File: src/rtl/grom_alu.sv
// Clocked WIDTH-bit ALU for the grom CPU: registered result plus architectural C/Z/S flags.
// Optional signed-overflow flag V is built when ALU_OVERFLOW_EN is defined.
module grom_alu #(
  parameter int WIDTH = 8
) (
  input  logic             clk,
  input  logic             reset,
  input  logic             en,
  input  logic [WIDTH-1:0] A,
  input  logic [WIDTH-1:0] B,
  input  logic [4:0]       operation,
  output logic [WIDTH-1:0] result,
  output logic             C,
  output logic             Z,
  output logic             S
`ifdef ALU_OVERFLOW_EN
  ,
  output logic             V
`endif
);

  localparam int MSB = WIDTH - 1;

  localparam logic [4:0] OP_ADD = 5'b00000;
  localparam logic [4:0] OP_SUB = 5'b00001;
  localparam logic [4:0] OP_ADC = 5'b00010;
  localparam logic [4:0] OP_SBC = 5'b00011;
  localparam logic [4:0] OP_AND = 5'b00100;
  localparam logic [4:0] OP_OR  = 5'b00101;
  localparam logic [4:0] OP_NOT = 5'b00110;
  localparam logic [4:0] OP_XOR = 5'b00111;
  localparam logic [4:0] OP_INC = 5'b01000;
  localparam logic [4:0] OP_DEC = 5'b01001;
  localparam logic [4:0] OP_CMP = 5'b01010;
  localparam logic [4:0] OP_TST = 5'b01011;
  localparam logic [4:0] OP_SHL = 5'b10000;
  localparam logic [4:0] OP_SHR = 5'b10001;
  localparam logic [4:0] OP_SAL = 5'b10010;
  localparam logic [4:0] OP_SAR = 5'b10011;
  localparam logic [4:0] OP_ROL = 5'b10100;
  localparam logic [4:0] OP_ROR = 5'b10101;
  localparam logic [4:0] OP_RCL = 5'b10110;
  localparam logic [4:0] OP_RCR = 5'b10111;

  localparam logic [WIDTH-1:0] ONE_W = {{(WIDTH-1){1'b0}}, 1'b1};

  logic [WIDTH-1:0] result_r;
  logic             c_r, z_r, s_r;
  logic [WIDTH-1:0] res_s, alt_s, flag_val_s;
  logic             c_s, upd_s, alt_sel_s;
  logic [WIDTH:0]   sum_s, diff_s, adc_s, sbc_s;
  logic [WIDTH-1:0] inc_s, dec_s;

  // Extra top bit of each adder is the carry (add) or borrow (subtract).
  always_comb begin
    sum_s  = {1'b0, A} + {1'b0, B};
    diff_s = {1'b0, A} - {1'b0, B};
    adc_s  = {1'b0, A} + {1'b0, B} + {{WIDTH{1'b0}}, c_r};
    sbc_s  = {1'b0, A} - {1'b0, B} - {{WIDTH{1'b0}}, c_r};
    inc_s  = B + ONE_W;
    dec_s  = B - ONE_W;
  end

  // Opcode decode; CMP/TST take Z/S from alt_s instead of the written result.
  always_comb begin
    res_s     = A;
    alt_s     = A;
    alt_sel_s = 1'b0;
    c_s       = c_r;
    upd_s     = 1'b1;
    case (operation)
      OP_ADD: begin res_s = sum_s[MSB:0];  c_s = sum_s[WIDTH];  end
      OP_SUB: begin res_s = diff_s[MSB:0]; c_s = diff_s[WIDTH]; end
      OP_ADC: begin res_s = adc_s[MSB:0];  c_s = adc_s[WIDTH];  end
      OP_SBC: begin res_s = sbc_s[MSB:0];  c_s = sbc_s[WIDTH];  end
      OP_AND: begin res_s = A & B; c_s = 1'b0; end
      OP_OR:  begin res_s = A | B; c_s = 1'b0; end
      OP_NOT: begin res_s = ~B;    c_s = 1'b0; end
      OP_XOR: begin res_s = A ^ B; c_s = 1'b0; end
      OP_INC: res_s = inc_s;
      OP_DEC: res_s = dec_s;
      OP_CMP: begin alt_s = diff_s[MSB:0]; alt_sel_s = 1'b1; c_s = diff_s[WIDTH]; end
      OP_TST: begin alt_s = A & B; alt_sel_s = 1'b1; c_s = 1'b0; end
      OP_SHL, OP_SAL: begin res_s = {A[MSB-1:0], 1'b0}; c_s = A[MSB]; end
      OP_SHR: begin res_s = {1'b0, A[MSB:1]};   c_s = A[0];   end
      OP_SAR: begin res_s = {A[MSB], A[MSB:1]}; c_s = A[0];   end
      OP_ROL: begin res_s = {A[MSB-1:0], A[MSB]}; c_s = A[MSB]; end
      OP_ROR: begin res_s = {A[0], A[MSB:1]};   c_s = A[0];   end
      OP_RCL: begin res_s = {A[MSB-1:0], c_r};  c_s = A[MSB]; end
      OP_RCR: begin res_s = {c_r, A[MSB:1]};    c_s = A[0];   end
      default: upd_s = 1'b0;
    endcase
    if (alt_sel_s) begin
      flag_val_s = alt_s;
    end else begin
      flag_val_s = res_s;
    end
  end

  // Result and flag registers; reserved opcodes leave the flags alone.
  always_ff @(posedge clk or negedge reset) begin
    if (!reset) begin
      result_r <= {WIDTH{1'b0}};
      c_r      <= 1'b0;
      z_r      <= 1'b0;
      s_r      <= 1'b0;
    end else if (en) begin
      result_r <= res_s;
      if (upd_s) begin
        c_r <= c_s;
        z_r <= (flag_val_s == {WIDTH{1'b0}});
        s_r <= flag_val_s[MSB];
      end
    end
  end

  assign result = result_r;
  assign C      = c_r;
  assign Z      = z_r;
  assign S      = s_r;

`ifdef ALU_OVERFLOW_EN
  logic v_r, v_s;

  function automatic logic add_ovf(input logic a_msb, input logic b_msb, input logic r_msb);
    return (a_msb == b_msb) && (r_msb != a_msb);
  endfunction

  function automatic logic sub_ovf(input logic a_msb, input logic b_msb, input logic r_msb);
    return (a_msb != b_msb) && (r_msb != a_msb);
  endfunction

  // Signed overflow for arithmetic ops; logic/shift ops clear it.
  always_comb begin
    v_s = 1'b0;
    case (operation)
      OP_ADD: v_s = add_ovf(A[MSB], B[MSB], sum_s[MSB]);
      OP_SUB, OP_CMP: v_s = sub_ovf(A[MSB], B[MSB], diff_s[MSB]);
      OP_ADC: v_s = add_ovf(A[MSB], B[MSB], adc_s[MSB]);
      OP_SBC: v_s = sub_ovf(A[MSB], B[MSB], sbc_s[MSB]);
      OP_INC: v_s = add_ovf(B[MSB], 1'b0, inc_s[MSB]);
      OP_DEC: v_s = sub_ovf(B[MSB], 1'b0, dec_s[MSB]);
      default: v_s = 1'b0;
    endcase
  end

  // Overflow flag register, gated like the other flags.
  always_ff @(posedge clk or negedge reset) begin
    if (!reset) begin
      v_r <= 1'b0;
    end else if (en && upd_s) begin
      v_r <= v_s;
    end
  end

  assign V = v_r;
`endif

endmodule

File: config.mk
export PLATFORM = sky130hd
export DESIGN_NAME = grom_alu
export DESIGN_NICKNAME = d
export VERILOG_FILES = /design/src/rtl/grom_alu.sv
export SDC_FILE = /design/constraint.sdc
export NUM_CORES = 1
export LEC_CHECK = 0
export ABC_AREA = 1
export BUFFER_PORTS_ARGS = -buffer_cell sky130_fd_sc_hd__buf_2
export CAP_MARGIN = 25
export CORE_MARGIN = 10
export CORE_UTILIZATION = 48
export CTS_CLUSTER_SIZE = 14
export DETAILED_ROUTE_END_ITERATION = 10
export PLACE_DENSITY = 0.7
export SLEW_MARGIN = 20
export SYNTH_ARGS = -nofsm -noshare
export SYNTH_HDL_FRONTEND = slang
export SYNTH_SLANG_ARGS = --single-unit
File: constraint.sdc
create_clock -name clk -period 3.7 [get_ports clk]
set_clock_uncertainty 0.2 [all_clocks]
set_input_delay 0.74 -clock clk [delete_from_list [all_inputs] [get_ports clk]]
set_output_delay 0.74 -clock clk [all_outputs]
set_load 0.01 [all_outputs]
## Yosys cells after proc, flatten, opt, wreduce, memory -nomap -nowiden

Index checks and enable logic that the tools add are counted.

| storage, ports and cells | value |
|---|---|
| register bits after elaboration | 11 |
| bits in latches | 0 |
| RAM bits | 0 |
| bits in read-only memories | 0 |
| output and inout bits | 11 |
| word-level logic and storage cells | 51 |
| memories | 0 |

| operators by class | value |
|---|---|
| add/subtract/negate cells | 6 |
| multipliers | 0 |
| divide/modulo/power cells | 0 |
| order comparisons | 0 |
| equal/unequal tests | 19 |
| shifts and indexed selects | 0 |
| multiplexer cells | 6 |
| bitwise gates (word level) | 4 |
| reduce and logical (&&, ||, !) cells | 12 |

Operators by type and width:

| kind | count |
|---|---|
| $pmux 8 s17 | 1 |
| $eq 5x5->1 const B | 8 |
| $eq 5x3->1 const B | 4 |
| $eq 5x4->1 const B | 4 |
| $reduce_or 20->1 | 1 |
| $pmux 8 s2 | 1 |
| $eq 5x2->1 const B | 2 |
| $add 8x8->9 | 1 |
| $add 9x1->9 | 1 |
| $sub 8x8->9 | 1 |
| $sub 9x1->9 | 1 |
| $add 8x1->8 const B | 1 |
| $and 8x8->8 | 1 |
| $logic_not 8->1 | 1 |
| $mux 8 | 1 |
| $not 8->8 | 1 |
| $or 8x8->8 | 1 |
| $reduce_or 4->1 | 2 |
| $sub 8x1->8 const B | 1 |
| $xor 8x8->8 | 1 |
| $pmux 1 s7 | 1 |
| $reduce_bool 7->1 | 1 |
| $reduce_or 2->1 | 3 |
| $eq 5x1->1 const B | 1 |
| 5 further kinds | 6 |

## Longest topological paths before layout

Gate-level depths: netlist of run 1.

| depth | value |
|---|---|
| depth in word-level cells | 5 |
| mapped depth | 20 |
| mapped depth without buffers | 19 |

## Worst setup path after synthesis of run 1

Ideal clock, no wire load.

| timing | value |
|---|---|
| path kind | input port to flip-flop |
| start | input port operation[4] |
| end | register z_r, in the netlist Z |
| library setup time | 0.065 ns |
| arrival | 2.696 ns |
| setup slack | 0.739 ns |
| cell stages on the path | 17 |
| buffers on the path | 1 |
| path through | buf_6 > inv_2 > nand3_2 > nor2_4 > ha_1 > a21oi_1 > or2_2 > nand3_1 > a21oi_1 > or2_0 > nand2_1 > nand2_1 > nor2_2 > nand3_1 > nand2_1 > nand3_1 > nand2_1 |

| on the way | value |
|---|---|
| longest elaborated chain between the ends | 5 |

RTL lines:

| element | RTL line | source |
|---|---|---|
| start, declared | 11 | `input logic [4:0] operation,` |
| $eq 5x5->1 / $eq 5x4->1 (equally long branches) | 71 | `case (operation)` |
| $reduce_or 2->1 (on tied branches) | -- |  |
| $pmux 8 s17 / $mux 1 (equally long branches) | 71 |  |
| $mux 8 | 93 | `if (alt_sel_s) begin` |
| $logic_not 8->1 | 111 | `z_r <= (flag_val_s == {WIDTH{1'b0}});` |
| end signal, assigned | 111 |  |
| end, declared | 48 | `logic c_r, z_r, s_r;` |

Parallel ways exist; a longest one is shown, timed or not.
A chain may end at the register's enable or synchronous reset.

## Worst setup path after layout of run 1

| timing | value |
|---|---|
| start | input port B[0] |
| end | register z_r, in the netlist Z |

| on the way | value |
|---|---|
| longest elaborated chain between the ends | 5 |

RTL lines:

| element | RTL line | source |
|---|---|---|
| start, declared | 10 | `input logic [WIDTH-1:0] B,` |
| $sub 8x8->9 / $add 8x8->9 (equally long branches) | -- |  |
| $sub 9x1->9 / $add 9x1->9 (equally long branches) | 59, 58 |  |
| $pmux 8 s17 | 71 |  |
| $mux 8 * | 93 |  |
| $logic_not 8->1 * | 111 |  |

Mark *: on every way between the ends. The rest lies on a longest branch, timed or not.

==> summary.md, run 1 <==
| Metric | Value |
|---|---|
| Run status | finished, final reports clean |
| # nets final | 651 |
| Overall power | 0.705 mW |
| DRT Pass-1 Iters | 5 |
| GP Congestion | 1.02 |
| Largest net degree at the start of global routing | 16 |
| Vias in the first global route | 3642 |
| Area of the core | 6030 um^2 |
| Crit-path max FO | 8 |
| Final hold vios | 0 |
| Library cells used by synthesis | 38 |
| Static leakage | 1.85 nW |
| Synth warnings | 0 |
| DIE WIDTH | 99.2 um |
| Sequential element share of the synthesized area | 9.13% |
| Period utilisation layout | 91.7% |
| Crit path time final | 3.39 ns |
| CTS H-tree lvls | 1 |
| Final Util | 55.1% |
| Critical Path Max Stage Delay | 0.57 ns |
| Hold Path Class | in2async |
| Clk slew on worst S/H paths | 0.05 ns |
| Critical path arrival | 3.38 ns |
| Slew Limit Fails | 0 |
| Fraction of layout cells with a size suffix above 1 | 10.4% |
| Max Fclk | 295 MHz |
| GRT Overall Usage | 23.1% |
| Antenna Cells | 0 |
| Root buffer cell | clkbuf_8 |
| Clk buf depth | 2 |
| Post-Syn Area | 3010 um^2 |
| Hold_ws | 0.158 ns |
| Max-slew headroom | 62.1% |
| Seq cells post-synth | 11 |
| Initial drt markers | 457 |
| Post-synth top area share | 20.8% |
| Post-CTS Setup Repair Bufs | 0 |
| Pwr dens | 212 nW/um^2 |
| Critical Path Sink Type | flip-flop |
| Sink Count | 11 |
| Largest cells by area after synthesis | nand2_1 21%, ha_1 15%, nand3_1 13% |
| Initial antenna violation count | 0 |
| Routed vias | 3789 |
| Worst-path cell chain | buf_2 > ha_1 > fa_1 > ha_1 > inv_1 > nor2_1 > nand3_1 > nor2_1 > nand3_1 > nand3_1 > nand3_1 > o21bai_1 > nand3_1 > nand2_1 > nand3_1 > nand2_1 |
| Routed Antenna Nets | 0 |
| CP most frequent cell | nand3_1 |
| Worst vdd ir | 214 uV |
| Hold Buf Count CTS | 0 |
| Final HPWL DP | 9.75 mm |
| Worst path slowest cell | fa_1 |
| Cells after Synth | 550 |
| Mean Syn Cell Area | 5.48 um^2 |
| Crit path buffers/inverters | 2 |
| Ports | 35 |
| TritonCTS Buffers | 3 |
| Post-CTS sizing | 0 |
| Clock Latency Late Sink | 0.24 ns |
| First-pass GRT wire length | 18.6 mm |
| Startpoint types | input pin |
| GR Overflow Total | 0 |
| Port bufs | 34 |
| Post-route DRC violation count | 0 |
| Setup TNS | 0 ns |
| RSZ-0062 raised after global routing | false |
| Filler Cells Inserted | 672 |
| CP top delay family | simple AND/OR/NAND/NOR gates |
| Area Overhead vs Synth | 10.2% |
| Die Span Y | 99.2 um |
| Setup violators final | 0 |
| Die Footprint | 9850 um^2 |
| Vias/cell | 5.71 |
| Critical path class | in2reg |
| WL final | 11.7 mm |
| CTS tree | yes |
| Initial Util | 50.0% |
| Max cap viols | 0 |
| Wirelength per Cell | 17.7 um |
| Row cnt | 28 |
| Worst EP required | 3.68 ns |
| Net Count, Synth | 612 |
| Leading area contributor after synthesis | nand2_1 |
| Slew @ Worst Pin | 0.566 ns |
## registers in the layout, indices dropped and copies added (netlist names)
signal and cells:
result 8, C 1, S 1, Z 1
## per-stage QoR
step / instances / area [um^2] / setup slack [ns]
after global placement: 659 / 3280 / 0.112
after detailed placement: 659 / 3280 / 0.0891
after CTS: 663 / 3320 / 0.348
final: 663 / 3320 / 0.306
after global routing: 663 / 3320 / 0.0987
after floorplan: 550 / 3010 / 0.739
## placed cells by master (no fill, tap or decap)
cell type	instances
nor2_4	2
nand2_2	1
ha_1	35
nand3b_1	5
nand3_2	1
o2bb2ai_1	1
nor4_1	1
nor3_1	5
a21oi_2	2
o211ai_1	1
nor2_1	76
buf_4	6
o21bai_1	1
o22ai_1	5
a31oi_1	1
o21a_1	1
nand4_1	12
nand2_1	167
inv_1	66
buf_2	34
nor2_2	1
clkbuf_1	1
xnor2_1	1
a221oi_1	1
a211oi_1	2
o21ai_1	2
a21o_1	1
inv_2	6
clkbuf_8	3
a31oi_2	1
dfrtp_1	11
o21ai_0	24
fa_1	3
a21oi_1	24
xor2_1	2
nand3_1	77
or2_2	4
or2_0	1
## cells in the mapped netlist, drive strengths merged
cell type and count:
nand2 168, nor2 79, nand3 78, inv 72, ha 35, a21oi 26
o21ai 26, nand4 12, dfrtp 11, buf 5, nand3b 5, nor3 5
o22ai 5, or2 5, fa 3, a211oi 2, a31oi 2, xor2 2
a21o 1, a221oi 1, clkbuf 1, nor4 1, o211ai 1, o21a 1
o21bai 1, o2bb2ai 1, xnor2 1
## cells by family (layout without fill, tap and decap cells)
family	count (synthesis)	in the layout	share of synthesized area, %
flops	11	11	9.13
xor+xnor	3	3	0.872
buf+inv	78	116	10.5
compound gates	67	67	12.6
simple gates	353	353	50.4
fa+ha+maj	38	38	16.5
## power breakdown
part	internal (mW)	total, mW	switching (mW)	leakage [nW]
Combinational	0.138	0.432	0.295	1.69
Sequential	0.137	0.149	0.0122	0.137
Clock	0.0758	0.123	0.0471	0.0228
## metal layers
metal  vias up  share of wire (%)  GRT usage (%)
li1       1870                  -              -
met1      1682                 43           31.0
met2       209                 44           37.2
met3        28                9.7           2.98
met4         0                2.8           7.28
met5         -                  0              0
## cell type report
| cell class | instances | area [um^2] | share of cell area [%] |
|---|---|---|---|
| repair buffers | 40 | 215 | 6.48 |
| multi-input cells | 461 | 2420 | 72.9 |
| inverters | 72 | 270 | 8.14 |
| clock buffers | 4 | 45.0 | 1.36 |
| flip-flops and latches | 11 | 275 | 8.29 |
| well taps | 75 | 93.8 | 2.82 |
## path summary, 6_finish.rpt
kind                            from   endpoint  slack, ns  cells after the start
setup reg to reg                   C          Z       1.09                     14
setup / recovery                B[0]          Z       0.31                     16
max in group asynchronous      reset  result[3]       2.94                      1
hold reg to reg            result[5]  result[5]       0.27                      2
hold / removal                 reset  result[1]       0.16                      1
min in group clk           result[5]  result[5]       0.27                      2
(Power assumes the default switching activity.)
==> run 2, diff against run 1 <==
RECOVER_POWER = 25   (was unset)
==> run 2 against run 1 <==
Compared with the run above: non-clock buffer count unchanged; critical path depth unchanged; wire length about the same; register-to-register slack about the same; count of clock-buffer cells in the layout unchanged; flip-flop and latch count unchanged; via count up 0.24%; worst setup slack better by 0.0051 ns; sequential power about the same; hold slack better by 0.11 ns; design area about the same; die area unchanged.
==> summary.md, run 2 (synthesized netlist as in run 1, its figures left out) <==
| Metric | Value |
|---|---|
| Run status | finished, final reports clean |
| Antenna Cells | 0 (unchanged) |
| Max cap viols | 0 (unchanged) |
| Slew @ Worst Pin | 0.591 ns (+0.0255 ns) |
| Row cnt | 28 (unchanged) |
| GR Overflow Total | 0 (unchanged) |
| Filler Cells Inserted | 673 (+0.15%) |
| Crit-path max FO | 8 (unchanged) |
| GP Congestion | 1.02 (unchanged) |
| Most frequent cells in the layout | 167 x nand2_1, 77 x nand3_1, 76 x nor2_1 |
| CTS H-tree lvls | 1 (unchanged) |
| Worst EP required | 3.68 ns (about the same) |
| Final HPWL DP | 9.75 mm (unchanged) |
| Worst reg-to-reg path cell count | 14 (unchanged) |
| First-pass GRT wire length | 18.6 mm (unchanged) |
| Initial drt markers | 457 (unchanged) |
| RSZ-0062 raised after global routing | false |
| R2r startpoint | C |
| R2R Setup Slk | 1.10 ns (about the same) |
| Critical Path Sink Type | flip-flop |
| Area of the core | 6030 um^2 (unchanged) |
| DRT Pass-1 Iters | 5 (unchanged) |
| Sink Count | 11 (unchanged) |
| Critical path arrival | 3.37 ns (about the same) |
| Commonest non-fill, non-tap cell in the layout | nand2_1 |
| # nets final | 651 (unchanged) |
| Final hold vios | 0 (unchanged) |
| Startpoint types | input pin |
| Wirelength per Cell | 17.7 um (about the same) |
| Register area | 275 um^2 (unchanged) |
| Initial antenna violation count | 0 (unchanged) |
| Final Util | 55.1% (about the same) |
| Static leakage | 1.85 nW (-0.15%) |
| Crit path time final | 3.39 ns (-0.00511 ns) |
| TritonCTS Buffers | 3 (unchanged) |
| Hold Buf Count CTS | 0 (unchanged) |
| Routed Antenna Nets | 0 (unchanged) |
| Setup violators final | 0 (unchanged) |
| Port bufs | 34 (unchanged) |
| Setup TNS | 0 ns (unchanged) |
| Post-CTS Setup Repair Bufs | 0 (unchanged) |
| Clk slew on worst S/H paths | 0.05 ns (about the same) |
| Vias/cell | 5.73 (+0.24%) |
| Max Fclk | 295 MHz (+0.15%) |
| Worst vdd ir | 214 uV (about the same) |
| DIE WIDTH | 99.2 um (unchanged) |
| Post-route DRC violation count | 0 (unchanged) |
| Clk buf depth | 2 (unchanged) |
| Multi-input gate area | 2420 um^2 (unchanged) |
| GRT Overall Usage | 23.1% (unchanged) |
| Period utilisation layout | 91.6% (-0.14 points) |
| Largest net degree at the start of global routing | 16 (unchanged) |
| Slew Limit Fails | 0 (unchanged) |
| Routed vias | 3798 (+0.24%) |
| Clock Latency Late Sink | 0.24 ns (about the same) |
| Max reg flops | 8 (unchanged) |
| Ports | 35 (unchanged) |
| Overall power | 0.705 mW (about the same) |
| Pwr dens | 212 nW/um^2 (about the same) |
| Critical path class | in2reg |
| CTS tree | yes |
| Post-CTS sizing | 0 (unchanged) |
| Max-slew headroom | 60.6% (-1.6 points) |
| Hold Path Class | in2async |
| Area Overhead vs Synth | 10.2% (about the same) |
| Initial Util | 50.0% (unchanged) |
| Root buffer cell | clkbuf_8 |
| WL final | 11.7 mm (about the same) |
| Die Span Y | 99.2 um (unchanged) |
| Reg2reg end | Z |
| Fraction of layout cells with a size suffix above 1 | 10.2% (-0.17 points) |
| Vias in the first global route | 3642 (unchanged) |
| Die Footprint | 9850 um^2 (unchanged) |
## run 2: power breakdown
| group | internal, mW | total, mW | switching, mW |
|---|---|---|---|
| registers | 0.137 | 0.149 | 0.0122 |
| logic | 0.137 | 0.432 | 0.295 |
| clock network | 0.0758 | 0.123 | 0.0472 |
## run 2: metal layers
metal	global-route usage, %	part of all wire, %
met2	37.2	44
met4	7.28	2.9
met5	0	0
met3	2.98	9.8
met1	31.0	43
## run 2: layout make-up
| class | count | share of cell area [%] |
|---|---|---|
| multi-input cells | 461 | 72.9 |
| well taps | 75 | 2.83 |
| inverters | 72 | 8.14 |
| clock buffers | 4 | 1.36 |
| repair buffers | 40 | 6.44 |
| flip-flops and latches | 11 | 8.29 |
## run 2: worst max path at each step
stage,startpoint,end,slack (ns),depth (start not counted)
2_1_floorplan,operation[4],Z,0.74,17
4_1_cts,B[0],Z,0.35,16
3_5_place_dp,B[0],Z,0.09,16
5_1_grt,B[0],Z,0.1,16
6_report,B[0],Z,0.31,16
3_3_place_gp,B[0],Z,0.11,16
## run 2: worst max-delay path: stages
cell,delay (ns)
buf_2,0.16
ha_1,0.31
fa_1,0.57
ha_1,0.16
inv_1,0.05
nor2_1,0.14
nand3_1,0.13
nor2_1,0.22
nand3_1,0.15
nand3_1,0.10
nand3_1,0.07
o21bai_1,0.23
nand3_1,0.13
nand2_1,0.08
nand3_1,0.07
nand2_1,0.06
## run 2: metrics by stage
stage	hold slack, ns	instances	worst slack (ns)	instance area (um^2)
floorplan	0.244	550	0.739	3010
global route	0.303	663	0.0987	3320
CTS	0.163	663	0.348	3320
finish	0.272	663	0.311	3320
global placement	0.261	659	0.112	3280
detailed placement	0.268	659	0.0891	3280
